File: config.mk
export PLATFORM = sky130hd
export DESIGN_NAME = adc_conv_sequencer_flat
export DESIGN_NICKNAME = d
export VERILOG_FILES = /design/src/rtl/adc_conv_sequencer_pkg.sv /design/src/rtl/adc_conv_sequencer_if.sv /design/src/rtl/adc_conv_sequencer_rate_timer.sv /design/src/rtl/adc_conv_sequencer.sv /design/src/flat_wrapper.sv
export SDC_FILE = /design/constraint.sdc
export NUM_CORES = 1
export LEC_CHECK = 0
export ABC_AREA = 1
export ABC_CLOCK_PERIOD_IN_PS = 4500
export CELL_PAD_IN_SITES_DETAIL_PLACEMENT = 0
export CELL_PAD_IN_SITES_GLOBAL_PLACEMENT = 1
export CORE_AREA = 2 2 88 90
export DETAILED_ROUTE_END_ITERATION = 12
export DIE_AREA = 0 0 90 92
export DONT_BUFFER_PORTS = 1
export PLACE_DENSITY_LB_ADDON = 0.1
export SYNTH_ARGS = -nofsm -noshare
export SYNTH_HDL_FRONTEND = slang
export SYNTH_HIERARCHICAL = 1
export SYNTH_SLANG_ARGS = --single-unit
File: constraint.sdc
create_clock -name clk_100M -period 4.5 [get_ports clk_100M]
set_clock_uncertainty 0.05 [all_clocks]
set_input_delay 0.9 -clock clk_100M [delete_from_list [all_inputs] [get_ports clk_100M]]
set_output_delay 0.9 -clock clk_100M [all_outputs]
set_load 0.01 [all_outputs]
File: src/rtl/adc_conv_sequencer_pkg.sv
// Shared types and timing defaults for the ADC conversion sequencer.
package adc_conv_sequencer_pkg;

   typedef enum logic [2:0] {
      ST_IDLE     = 3'd0,
      ST_PWRUP    = 3'd1,
      ST_READY    = 3'd2,
      ST_CONV     = 3'd3,
      ST_WAIT_EOC = 3'd4,
      ST_RD_SETUP = 3'd5,
      ST_READ     = 3'd6,
      ST_RECOVER  = 3'd7
   } state_t;

   localparam int unsigned DEF_DW          = 8;
   localparam int unsigned DEF_PWRUP_CYC   = 1000;
   localparam int unsigned DEF_CONV_LOW    = 4;
   localparam int unsigned DEF_EOC_TO      = 255;
   localparam int unsigned DEF_RD_DELAY    = 2;
   localparam int unsigned DEF_RD_LOW      = 6;
   localparam int unsigned DEF_SAMPLE_AT   = 2;
   localparam int unsigned DEF_RECOVER_CYC = 3;

   // Phase counter width: enough bits to hold the longer of the two long phases.
   function automatic int unsigned cnt_width(input int unsigned a, input int unsigned b);
      int unsigned m;
      m = (a > b) ? a : b;
      return (m < 2) ? 1 : $clog2(m + 1);
   endfunction

endpackage

File: src/rtl/adc_conv_sequencer_if.sv
// Sample output stream: registered data with valid/ready handshake.
interface adc_conv_sequencer_if #(parameter int unsigned DW = 8);
   logic [DW-1:0] data_out;
   logic          data_valid;
   logic          data_ready;

   modport master (output data_out, output data_valid, input data_ready);
   modport slave  (input data_out, input data_valid, output data_ready);
endinterface

File: src/rtl/adc_conv_sequencer_rate_timer.sv
// Auto-conversion rate timer: counts 0..rate_div and pulses on wrap.
module adc_conv_sequencer_rate_timer (
   input  logic        clk_100M,
   input  logic        Reset,
   input  logic        en,
   input  logic        clear,
   input  logic [15:0] rate_div,
   output logic        tick
);

   logic [15:0] count;

   // Free-running count while enabled; clear forces a fresh period.
   always_ff @(posedge clk_100M or negedge Reset) begin
      if (!Reset) begin
         count <= '0;
         tick  <= 1'b0;
      end else if (clear) begin
         count <= '0;
         tick  <= 1'b0;
      end else if (en) begin
         if (count == rate_div) begin
            count <= '0;
            tick  <= 1'b1;
         end else begin
            count <= count + 16'd1;
            tick  <= 1'b0;
         end
      end else begin
         tick <= 1'b0;
      end
   end

endmodule

File: src/rtl/adc_conv_sequencer.sv
// Conversion sequencer for a parallel ADC: power-up, CONVST, EOC wait,
// RD-strobed readback, recovery, and a valid/ready sample register.
//
// state       | meaning
// ------------+------------------------------------------------------
// IDLE        | ADC powered down, waiting for en
// PWRUP       | PD high, waiting PWRUP_CYC cycles for the ADC to settle
// READY       | waiting for a start or rate-timer trigger
// CONV        | CONVST low for CONV_LOW cycles
// WAIT_EOC    | waiting for synced EOC low, bounded by EOC_TO
// RD_SETUP    | RD_DELAY cycles before the read strobe
// READ        | RD low for RD_LOW cycles, data captured at SAMPLE_AT
// RECOVER     | RECOVER_CYC quiet cycles, then wait for EOC high
module adc_conv_sequencer
   import adc_conv_sequencer_pkg::*;
#(
   parameter int unsigned   DW          = DEF_DW,
   parameter int unsigned   PWRUP_CYC   = DEF_PWRUP_CYC,
   parameter int unsigned   CONV_LOW    = DEF_CONV_LOW,
   parameter int unsigned   EOC_TO      = DEF_EOC_TO,
   parameter int unsigned   RD_DELAY    = DEF_RD_DELAY,
   parameter int unsigned   RD_LOW      = DEF_RD_LOW,
   parameter int unsigned   SAMPLE_AT   = DEF_SAMPLE_AT,
   parameter int unsigned   RECOVER_CYC = DEF_RECOVER_CYC,
   parameter logic [DW-1:0] RST_VAL     = '0
)(
   input  logic                        clk_100M,
   input  logic                        Reset,
   input  logic                        en,
   input  logic                        start,
   input  logic                        auto_mode,
   input  logic [15:0]                 rate_div,
   input  logic                        clr_err,
   input  logic                        EOC_18,
   input  logic [DW-1:0]               DB_in,
   output logic                        CONVST_18,
   output logic                        RD_18,
   output logic                        PD_18,
   output logic                        busy,
   output logic                        timeout_err,
   output logic                        overrun,
   output logic                        trig_miss,
   adc_conv_sequencer_if.master        smp
);

   localparam int unsigned CW = cnt_width(PWRUP_CYC, EOC_TO);

   // Counter reload values: a phase of N cycles loads N-1 and ends at zero.
   localparam logic [CW-1:0] L_PWRUP = CW'(PWRUP_CYC - 1);
   localparam logic [CW-1:0] L_CONV  = CW'(CONV_LOW - 1);
   localparam logic [CW-1:0] L_EOC   = CW'(EOC_TO - 1);
   localparam logic [CW-1:0] L_RDDLY = CW'((RD_DELAY == 0) ? 0 : RD_DELAY - 1);
   localparam logic [CW-1:0] L_RDLOW = CW'(RD_LOW - 1);
   localparam logic [CW-1:0] L_SMP   = CW'(RD_LOW - 1 - SAMPLE_AT);
   localparam logic [CW-1:0] L_REC   = CW'(RECOVER_CYC - 1);
   localparam logic [CW-1:0] ONE     = CW'(1);

   state_t        state, state_nxt;
   logic [CW-1:0] cnt, cnt_nxt;
   logic          eoc_meta, eoc_sync;
   logic          tick, trig;
   logic          capture, publish, set_to, set_ovr, set_miss;
   logic [DW-1:0] shadow, pub_data;

   adc_conv_sequencer_rate_timer u_rate_timer (
      .clk_100M (clk_100M),
      .Reset    (Reset),
      .en       (auto_mode & PD_18),
      .clear    (~auto_mode),
      .rate_div (rate_div),
      .tick     (tick)
   );

   // Two-flop synchroniser for the asynchronous active-low EOC pin.
   always_ff @(posedge clk_100M or negedge Reset) begin
      if (!Reset) begin
         eoc_meta <= 1'b1;
         eoc_sync <= 1'b1;
      end else begin
         eoc_meta <= EOC_18;
         eoc_sync <= eoc_meta;
      end
   end

   // FSM state and phase counter registers.
   always_ff @(posedge clk_100M or negedge Reset) begin
      if (!Reset) begin
         state <= ST_IDLE;
         cnt   <= '0;
      end else begin
         state <= state_nxt;
         cnt   <= cnt_nxt;
      end
   end

   // Next-state, phase counter and per-cycle event decode.
   always_comb begin
      state_nxt = state;
      cnt_nxt   = cnt;
      capture   = 1'b0;
      publish   = 1'b0;
      set_to    = 1'b0;
      trig      = auto_mode ? tick : start;
      case (state)
         ST_IDLE: begin
            if (en) begin
               state_nxt = ST_PWRUP;
               cnt_nxt   = L_PWRUP;
            end
         end
         ST_PWRUP: begin
            if (cnt == '0) state_nxt = ST_READY;
            else           cnt_nxt   = cnt - ONE;
         end
         ST_READY: begin
            if (trig) begin
               state_nxt = ST_CONV;
               cnt_nxt   = L_CONV;
            end
         end
         ST_CONV: begin
            if (cnt == '0) begin
               state_nxt = ST_WAIT_EOC;
               cnt_nxt   = L_EOC;
            end else begin
               cnt_nxt = cnt - ONE;
            end
         end
         ST_WAIT_EOC: begin
            if (!eoc_sync) begin
               if (RD_DELAY == 0) begin
                  state_nxt = ST_READ;
                  cnt_nxt   = L_RDLOW;
               end else begin
                  state_nxt = ST_RD_SETUP;
                  cnt_nxt   = L_RDDLY;
               end
            end else if (cnt == '0) begin
               set_to    = 1'b1;
               state_nxt = ST_RECOVER;
               cnt_nxt   = L_REC;
            end else begin
               cnt_nxt = cnt - ONE;
            end
         end
         ST_RD_SETUP: begin
            if (cnt == '0) begin
               state_nxt = ST_READ;
               cnt_nxt   = L_RDLOW;
            end else begin
               cnt_nxt = cnt - ONE;
            end
         end
         ST_READ: begin
            capture = (cnt == L_SMP);
            if (cnt == '0) begin
               publish   = 1'b1;
               state_nxt = ST_RECOVER;
               cnt_nxt   = L_REC;
            end else begin
               cnt_nxt = cnt - ONE;
            end
         end
         ST_RECOVER: begin
            if (cnt != '0)    cnt_nxt   = cnt - ONE;
            else if (eoc_sync) state_nxt = ST_READY;
         end
         default: state_nxt = ST_IDLE;
      endcase
      // Disable wins from any state and throws away the in-flight sample.
      if (!en) begin
         state_nxt = ST_IDLE;
         cnt_nxt   = '0;
         capture   = 1'b0;
         publish   = 1'b0;
         set_to    = 1'b0;
      end
   end

   // When sampling on the last RD-low cycle, the shadow is being loaded on the same edge.
   assign pub_data = capture ? DB_in : shadow;
   assign set_ovr  = publish & smp.data_valid & ~smp.data_ready;
   assign set_miss = auto_mode & tick & (state != ST_READY);

   // ADC pin and status outputs, registered from the next state.
   always_ff @(posedge clk_100M or negedge Reset) begin
      if (!Reset) begin
         CONVST_18 <= 1'b1;
         RD_18     <= 1'b1;
         PD_18     <= 1'b0;
         busy      <= 1'b0;
      end else begin
         CONVST_18 <= (state_nxt != ST_CONV);
         RD_18     <= (state_nxt != ST_READ);
         PD_18     <= (state_nxt != ST_IDLE);
         busy      <= (state_nxt inside {ST_CONV, ST_WAIT_EOC, ST_RD_SETUP, ST_READ, ST_RECOVER});
      end
   end

   // Shadow capture and the valid/ready output register; newest sample wins.
   always_ff @(posedge clk_100M or negedge Reset) begin
      if (!Reset) begin
         shadow         <= RST_VAL;
         smp.data_out   <= RST_VAL;
         smp.data_valid <= 1'b0;
      end else begin
         if (capture) shadow <= DB_in;
         if (publish) begin
            smp.data_out   <= pub_data;
            smp.data_valid <= 1'b1;
         end else if (smp.data_valid && smp.data_ready) begin
            smp.data_valid <= 1'b0;
         end
      end
   end

   // Sticky error flags; clr_err beats a same-cycle set.
   always_ff @(posedge clk_100M or negedge Reset) begin
      if (!Reset) begin
         timeout_err <= 1'b0;
         overrun     <= 1'b0;
         trig_miss   <= 1'b0;
      end else if (clr_err) begin
         timeout_err <= 1'b0;
         overrun     <= 1'b0;
         trig_miss   <= 1'b0;
      end else begin
         if (set_to)   timeout_err <= 1'b1;
         if (set_ovr)  overrun     <= 1'b1;
         if (set_miss) trig_miss   <= 1'b1;
      end
   end

endmodule

File: src/flat_wrapper.sv
// flat-port wrapper written by rule: the top's interface ports become plain ports
module adc_conv_sequencer_flat import adc_conv_sequencer_pkg::*;
#(
   parameter int unsigned   DW          = DEF_DW,
   parameter int unsigned   PWRUP_CYC   = DEF_PWRUP_CYC,
   parameter int unsigned   CONV_LOW    = DEF_CONV_LOW,
   parameter int unsigned   EOC_TO      = DEF_EOC_TO,
   parameter int unsigned   RD_DELAY    = DEF_RD_DELAY,
   parameter int unsigned   RD_LOW      = DEF_RD_LOW,
   parameter int unsigned   SAMPLE_AT   = DEF_SAMPLE_AT,
   parameter int unsigned   RECOVER_CYC = DEF_RECOVER_CYC,
   parameter logic [DW-1:0] RST_VAL     = '0
)
  (clk_100M, Reset, en, start, auto_mode, rate_div, clr_err, EOC_18, DB_in, CONVST_18, RD_18, PD_18, busy, timeout_err, overrun, trig_miss, smp_data_out, smp_data_valid, smp_data_ready);
  adc_conv_sequencer_if #(.DW(DW)) smp_i ();
  input  logic clk_100M;
  input  logic Reset;
  input  logic en;
  input  logic start;
  input  logic auto_mode;
  input  logic [15:0] rate_div;
  input  logic clr_err;
  input  logic EOC_18;
  input  logic [DW-1:0] DB_in;
  output logic CONVST_18;
  output logic RD_18;
  output logic PD_18;
  output logic busy;
  output logic timeout_err;
  output logic overrun;
  output logic trig_miss;
  output wire logic [$bits(smp_i.data_out)-1:0] smp_data_out;
  output wire logic [$bits(smp_i.data_valid)-1:0] smp_data_valid;
  input wire logic [$bits(smp_i.data_ready)-1:0] smp_data_ready;
  assign smp_data_out = smp_i.data_out;
  assign smp_data_valid = smp_i.data_valid;
  assign smp_i.data_ready = smp_data_ready;
  adc_conv_sequencer #(.DW(DW), .PWRUP_CYC(PWRUP_CYC), .CONV_LOW(CONV_LOW), .EOC_TO(EOC_TO), .RD_DELAY(RD_DELAY), .RD_LOW(RD_LOW), .SAMPLE_AT(SAMPLE_AT), .RECOVER_CYC(RECOVER_CYC), .RST_VAL(RST_VAL)) u_core (.clk_100M(clk_100M), .Reset(Reset), .en(en), .start(start), .auto_mode(auto_mode), .rate_div(rate_div), .clr_err(clr_err), .EOC_18(EOC_18), .DB_in(DB_in), .CONVST_18(CONVST_18), .RD_18(RD_18), .PD_18(PD_18), .busy(busy), .timeout_err(timeout_err), .overrun(overrun), .trig_miss(trig_miss), .smp(smp_i));
endmodule
==> results of run 1 <==
## layout by cell type, fill, tap and decap left out, drive strengths merged, types with 2 or more instances in the layout
cell type	count
nand2	191
inv	71
nor2	58
dfrtp	52
nand3	35
o21ai	20
xor2	14
a21oi	12
a31oi	9
nand4	7
nor3	7
clkbuf	5
dfstp	4
ha	3
clkinv	2
and2	2
## worst paths after layout
check,startpoint,to,slack [ns],depth (start not counted)
worst max-delay path,auto_mode,u_core/u_rate_timer/count[4]$_DFFE_PN0P_,2.38,7
worst min-delay path,Reset,u_core/smp.data_out[5]$_DFFE_PN0P_,0.22,0
worst max register to register,u_core/cnt[0]$_DFFE_PN0P_,u_core/cnt[5]$_DFFE_PN0P_,2.46,11
worst min register to register,u_core/eoc_meta$_DFF_PN1_,u_core/eoc_sync$_DFF_PN1_,0.31,0
max in group asynchronous,Reset,u_core/RD_18$_DFF_PN1_,4.00,0
min in group clk_100M,u_core/eoc_meta$_DFF_PN1_,u_core/eoc_sync$_DFF_PN1_,0.31,0
## critical path, stage by stage
cell	delay [ns]
inv_1	0.06
nor2_2	0.48
inv_1	0.34
nand2_1	0.18
nor3_1	0.07
xor2_1	0.15
a21oi_1	0.14
## metrics by stage
stage	hold WS (ns)	worst slack (ns)	instance area (um^2)	instances	utilization [%]
after floorplan	0.2952	2.604	3468	495	-
after global placement	0.2963	2.192	3550	590	47.66
after detailed placement	0.2968	2.106	3550	590	47.66
after CTS	0.2051	2.430	3646	598	48.96
after global routing	0.1921	2.273	3646	598	48.96
final	0.2194	2.381	3646	598	48.96
## metal layers
metal	share of wire, %	vias up
met5	0	-
met4	0.95	0
met3	4.1	6
met2	44	52
met1	51	1334
li1	-	1538
## cell usage after synthesis (4+ instances only)
cell / count
nor2_4: 7
nand2_2: 4
a31oi_1: 9
nand2_1: 185
o21ai_1: 10
dfrtp_1: 52
dfstp_2: 4
inv_2: 12
nand4_1: 7
xor2_1: 14
nor2_1: 47
inv_1: 58
nand3_1: 33
a21oi_1: 10
nor3_1: 5
o21ai_0: 8
## cells by family (layout without fill, tap and decap cells)
logic type,count (synthesis),in the layout
XOR/XNOR,14,14
buffers and inverters,78,79
flip-flops,56,56
AO/OA/AOI/OAI,44,44
adder cells (fa/ha/maj),3,3
AND/OR/NAND/NOR,300,300
## cell type report
cell class	count	area, um^2
inverter	71	266.5
multi-input combinational	361	1749
clock inverter	3	27.53
fill	805	3801
sequential	56	1406
clock buffer	5	68.82
tap	102	127.6
## sequential cells by signal, summed over array words and instances (netlist names)
signal,cells
u_core/shadow,8
u_core/u_rate_timer/tick,1
u_core/CONVST_18,1
u_core/cnt,10
u_core/eoc_sync,1
u_core/state,3
u_core/smp.data_out,8
u_core/busy,1
u_core/trig_miss,1
u_core/RD_18,1
u_core/overrun,1
u_core/timeout_err,1
u_core/smp.data_valid,1
u_core/eoc_meta,1
u_core/u_rate_timer/count,16
u_core/PD_18,1
## power breakdown
part	leakage [nW]	total (mW)	internal (mW)	switching, mW
clock network	0.0463	0.295	0.115	0.180
logic	1.06	0.274	0.0941	0.180
registers	0.749	0.580	0.537	0.0430
==> metrics.yaml, run 1 <==
run_status:
  status: "complete, no violations"
yosys:
  synth_seq_cells: 56
  synth_top_family_by_area: "simple AND/OR/NAND/NOR gates"
  yosys.area_share.simple_pct: 38.53
  syn-cell-area_um2: 3468
  synth_compound_area_share_pct: 7.287
  ys_types: 36
  yosys.area_share.adder_pct: 1.082
  synth_top_area_share_pct: 37.52
  ys_async_sr_fraction_pct: 100.0
  syn_inst: 495
  seq_area_frac_synth_pct: 40.55
  synth_fp_nets: 530
  yosys.area_share.xor_xnor_pct: 3.535
  synth_area_per_cell_um2: 7.007
  yosys-top-cells-area: "dfrtp_1, nand2_1, inv_1, nor2_1, nand3_1"
  synth_mux_area_share_pct: 0
  synth_largest_area_cell: "dfrtp_1"
  yosys_warnings: 6
  synthFlopType: "dfrtp_1"
  synth-edff-count: 0
worst_setup_path:
  path_max_fanout: 14
  cp.required_ns: 4.69
  end_kind: "register"
  critPathArrivalTime_ns: 2.31
  start_kind: "primary input"
  critical_path_class: "in2reg"
detailed_routing:
  drtIter0Drc: 109
  drt_wl_total_mm: 7.819
  ant_nets: 0
  vias_per_cell: 4.900
  drc_errors: 0
  wl_per_cell_um: 13.08
  num_vias: 2930
  dr.pass1.iters: 5
timing:
  rsz0062_at_grt: "false"
  slew_headroom_pct: 56.62
  finalCriticalPeriod_ns: 2.119
  fmax_mhz: 471.8
  drv_slew: 0
  tightest_slew_ns: 0.6486
  fin_setup_tns_ns: 0
  finalHoldViolCount: 0
  period_share_pct: 47.10
  setup_viol: 0
floorplan:
  dieArea_um2: 8280
  die_h_um: 92
  initial_core_util_pct: 46.57
  core_area_um2: 7447
  num_io_pins: 48
  rows: 32
  die_w_um: 90
clock_network:
  clockBufferDepth: 2
  insertion_delay_ns: 0.31
  ctsResizeCount: 0
  clk_pin_slew_worst_paths_ns: 0.11
  cts_setup_buffers: 0
  cts.sinks: 56
  htreeDepth: 2
  cts-root-buf: "clkbuf_8"
  cts_tree: "yes"
  cts_hold_buf: 0
  cts_buffers: 5
finish:
  drive_gt1_share_pct: 9.879
  diodes: 0
  final_nets: 530
  syn_to_final_growth_pct: 5.123
global_routing:
  gr-usage-met1_pct: 27.87
  antenna_found_initial: 0
  grt_max_degree: 57
  grt_pass1_vias: 2737
  grt_pass1_wl_mm: 13.21
  grt-ovfl-total: 0
  gr-usage-met2_pct: 31.27
  use_met3_pct: 3.780
  grt_usage_pct: 19.66
  grt-busiest-layer: "met2"
placement:
  io_buffers: 0
  routabilityCongestion: 0.8541
  dp_hpwl_mm: 5.890
power_and_ir_drop:
  ir_drop_uv: 180.4
  p_leak_nw: 1.851
  power_density_nw_per_um2: 315.0
  power.total_mw: 1.148
job:
  drv_cap: 0
hold_path:
  hp-class: "in2async"
Note: power is estimated with default switching activity, not from simulation.
==> run 2: changes to the inputs <==
- ABC_CLOCK_PERIOD_IN_PS: 4500 -> 2000
- CORE_AREA: 2 2 88 90 -> 2 2 90 92
- DIE_AREA: 0 0 90 92 -> 0 0 92 94
- clock period: 4.5 -> 2 ns (I/O delays scaled with it)
==> metrics.yaml, run 2 (same netlist as run 1, synthesis figures left out) <==
run_status:
  status: "complete, no violations"
clock_network:
  insertion_delay_ns: 0.31
  cts-root-buf: "clkbuf_8"
  htreeDepth: 2
  cts_buffers: 5
  clockBufferDepth: 2
  clk_pin_slew_worst_paths_ns: 0.10
  cts.sinks: 56
  cts_tree: "yes"
global_routing:
  grt_pass1_wl_mm: 13.88
  grt-ovfl-total: 0
  grt_pass1_vias: 2904
  antenna_found_initial: 0
  grt_usage_pct: 20.16
  grt_max_degree: 57
detailed_routing:
  drc_errors: 0
  drt_wl_total_mm: 8.178
  vias_per_cell: 4.966
  ant_nets: 0
  wl_per_cell_um: 13.38
  dr.pass1.iters: 4
  num_vias: 3034
  drtIter0Drc: 132
hold_path:
  hold_end: "u_core/PD_18$_DFF_PN0_"
  worstHoldStart: "en"
  hp-class: "in2reg"
  holdPathStages: 0
job:
  drv_cap: 0
finish:
  drive_gt1_share_pct: 12.18
  top_register: "u_core/u_rate_timer/count"
  diodes: 0
  final_nets: 543
  largest_reg_flops: 16
  syn_to_final_growth_pct: 9.921
  final_core_util_pct: 50.12
  final_cell_mix: "nand2_1, inv_1, dfrtp_1"
  fill_cells: 777
  final_common_cell: "nand2_1"
  largestRegisters: "u_core/u_rate_timer/count x16, u_core/cnt x10"
timing:
  tightest_slew_ns: 0.4870
  whs_ns: 0.06297
  finalHoldViolCount: 0
  slew_headroom_pct: 67.29
  fin_setup_tns_ns: 0
  setup_viol: 0
  drv_slew: 0
  fmax_mhz: 545.0
  finalCriticalPeriod_ns: 1.835
  period_share_pct: 91.74
  rsz0062_at_grt: "false"
worst_setup_path:
  reg2reg_depth: 10
  r2r-end: "u_core/cnt[6]$_DFFE_PN0P_"
  start_kind: "register"
  path_max_fanout: 6
  max_stage_delay_ns: 0.41
  cp_slowest_cell: "dfrtp_1"
  cp.required_ns: 2.20
  r2r_start: "u_core/cnt[1]$_DFFE_PN0P_"
  reg2reg_slack_ns: 0.17
  critPathArrivalTime_ns: 2.04
  end_kind: "register"
  critical_path_class: "reg2reg"
  worstPathCellList: "inv_1 -> ha_4 -> nand3_4 -> nor2_4 -> nand2_2 -> o21ai_4 -> inv_2 -> nor2_4 -> nand2_1 -> nand2_1"
placement:
  routabilityCongestion: 0.9087
  io_buffers: 0
  dp_hpwl_mm: 6.193
power_and_ir_drop:
  p_leak_nw: 1.929
  power_density_nw_per_um2: 727.8
  ir_drop_uv: 312.6
  power.total_mw: 2.775
floorplan:
  core_area_um2: 7607
  dieArea_um2: 8648
  die_w_um: 92
  initial_core_util_pct: 45.59
  die_h_um: 94
  rows: 32
  num_io_pins: 48
-- run 2: worst max path at each step --
stage | to | start
global route | u_core/cnt[4]$_DFFE_PN0P_ | u_core/cnt[1]$_DFFE_PN0P_
detailed placement | u_core/cnt[4]$_DFFE_PN0P_ | u_core/cnt[0]$_DFFE_PN0P_
finish | u_core/cnt[6]$_DFFE_PN0P_ | u_core/cnt[1]$_DFFE_PN0P_
CTS | u_core/cnt[4]$_DFFE_PN0P_ | u_core/cnt[0]$_DFFE_PN0P_
global placement | u_core/cnt[3]$_DFFE_PN0P_ | u_core/cnt[0]$_DFFE_PN0P_
floorplan | u_core/cnt[3]$_DFFE_PN0P_ | u_core/cnt[0]$_DFFE_PN0P_
-- run 2: worst max-delay path: cells and delay by family, from the launching register on --
kind                     cells  cell delay (ns)
AND/OR/NAND/NOR              6             0.75
adder cells (fa/ha/maj)      1             0.17
buffers and inverters        2             0.23
AO/OA/AOI/OAI                1             0.18
flip-flops                   1             0.41
-- run 2: final cells by class --
type | instances | area (um^2) | area share [%]
inverter | 71 | 266.5 | 6.990
multi-input combinational | 362 | 1785 | 46.83
sequential | 56 | 1406 | 36.89
timing repair buffer | 12 | 115.1 | 3.019
clock buffer | 5 | 68.82 | 1.805
tap | 102 | 127.6 | 3.348
clock inverter | 3 | 42.54 | 1.116
-- run 2: per-stage QoR --
step / area [um^2] / worst slack, ns / cells
finish: 3812 / 0.1652 / 611
global route: 3812 / 0.01857 / 611
CTS: 3751 / 0.03508 / 607
detailed placement: 3602 / 0.06869 / 597
global placement: 3602 / 0.1305 / 597
floorplan: 3468 / 0.2922 / 495
-- run 2: timing repair --
item	CTS	global route
buffers inserted	0	2
hold buffers	2	1
setup endpoints to repair	0	13
gates resized for setup	0	5
endpoints found under the hold margin	56	1
-- run 2: report_power, final --
group	total, mW	switching, mW	internal [mW]
clock	0.752	0.381	0.371
sequential	1.30	0.0967	1.21
combinational	0.718	0.459	0.260
total	2.77	0.936	1.84
-- run 2: metal layers --
layer / GRT usage [%] / up-vias / routed length [um]
li1: - / 1564 / -
met1: 28.69 / 1396 / 4013
met2: 31.19 / 72 / 3606
met3: 5.217 / 2 / 527
met4: 4.104 / 0 / 30
met5: 0 / - / 0
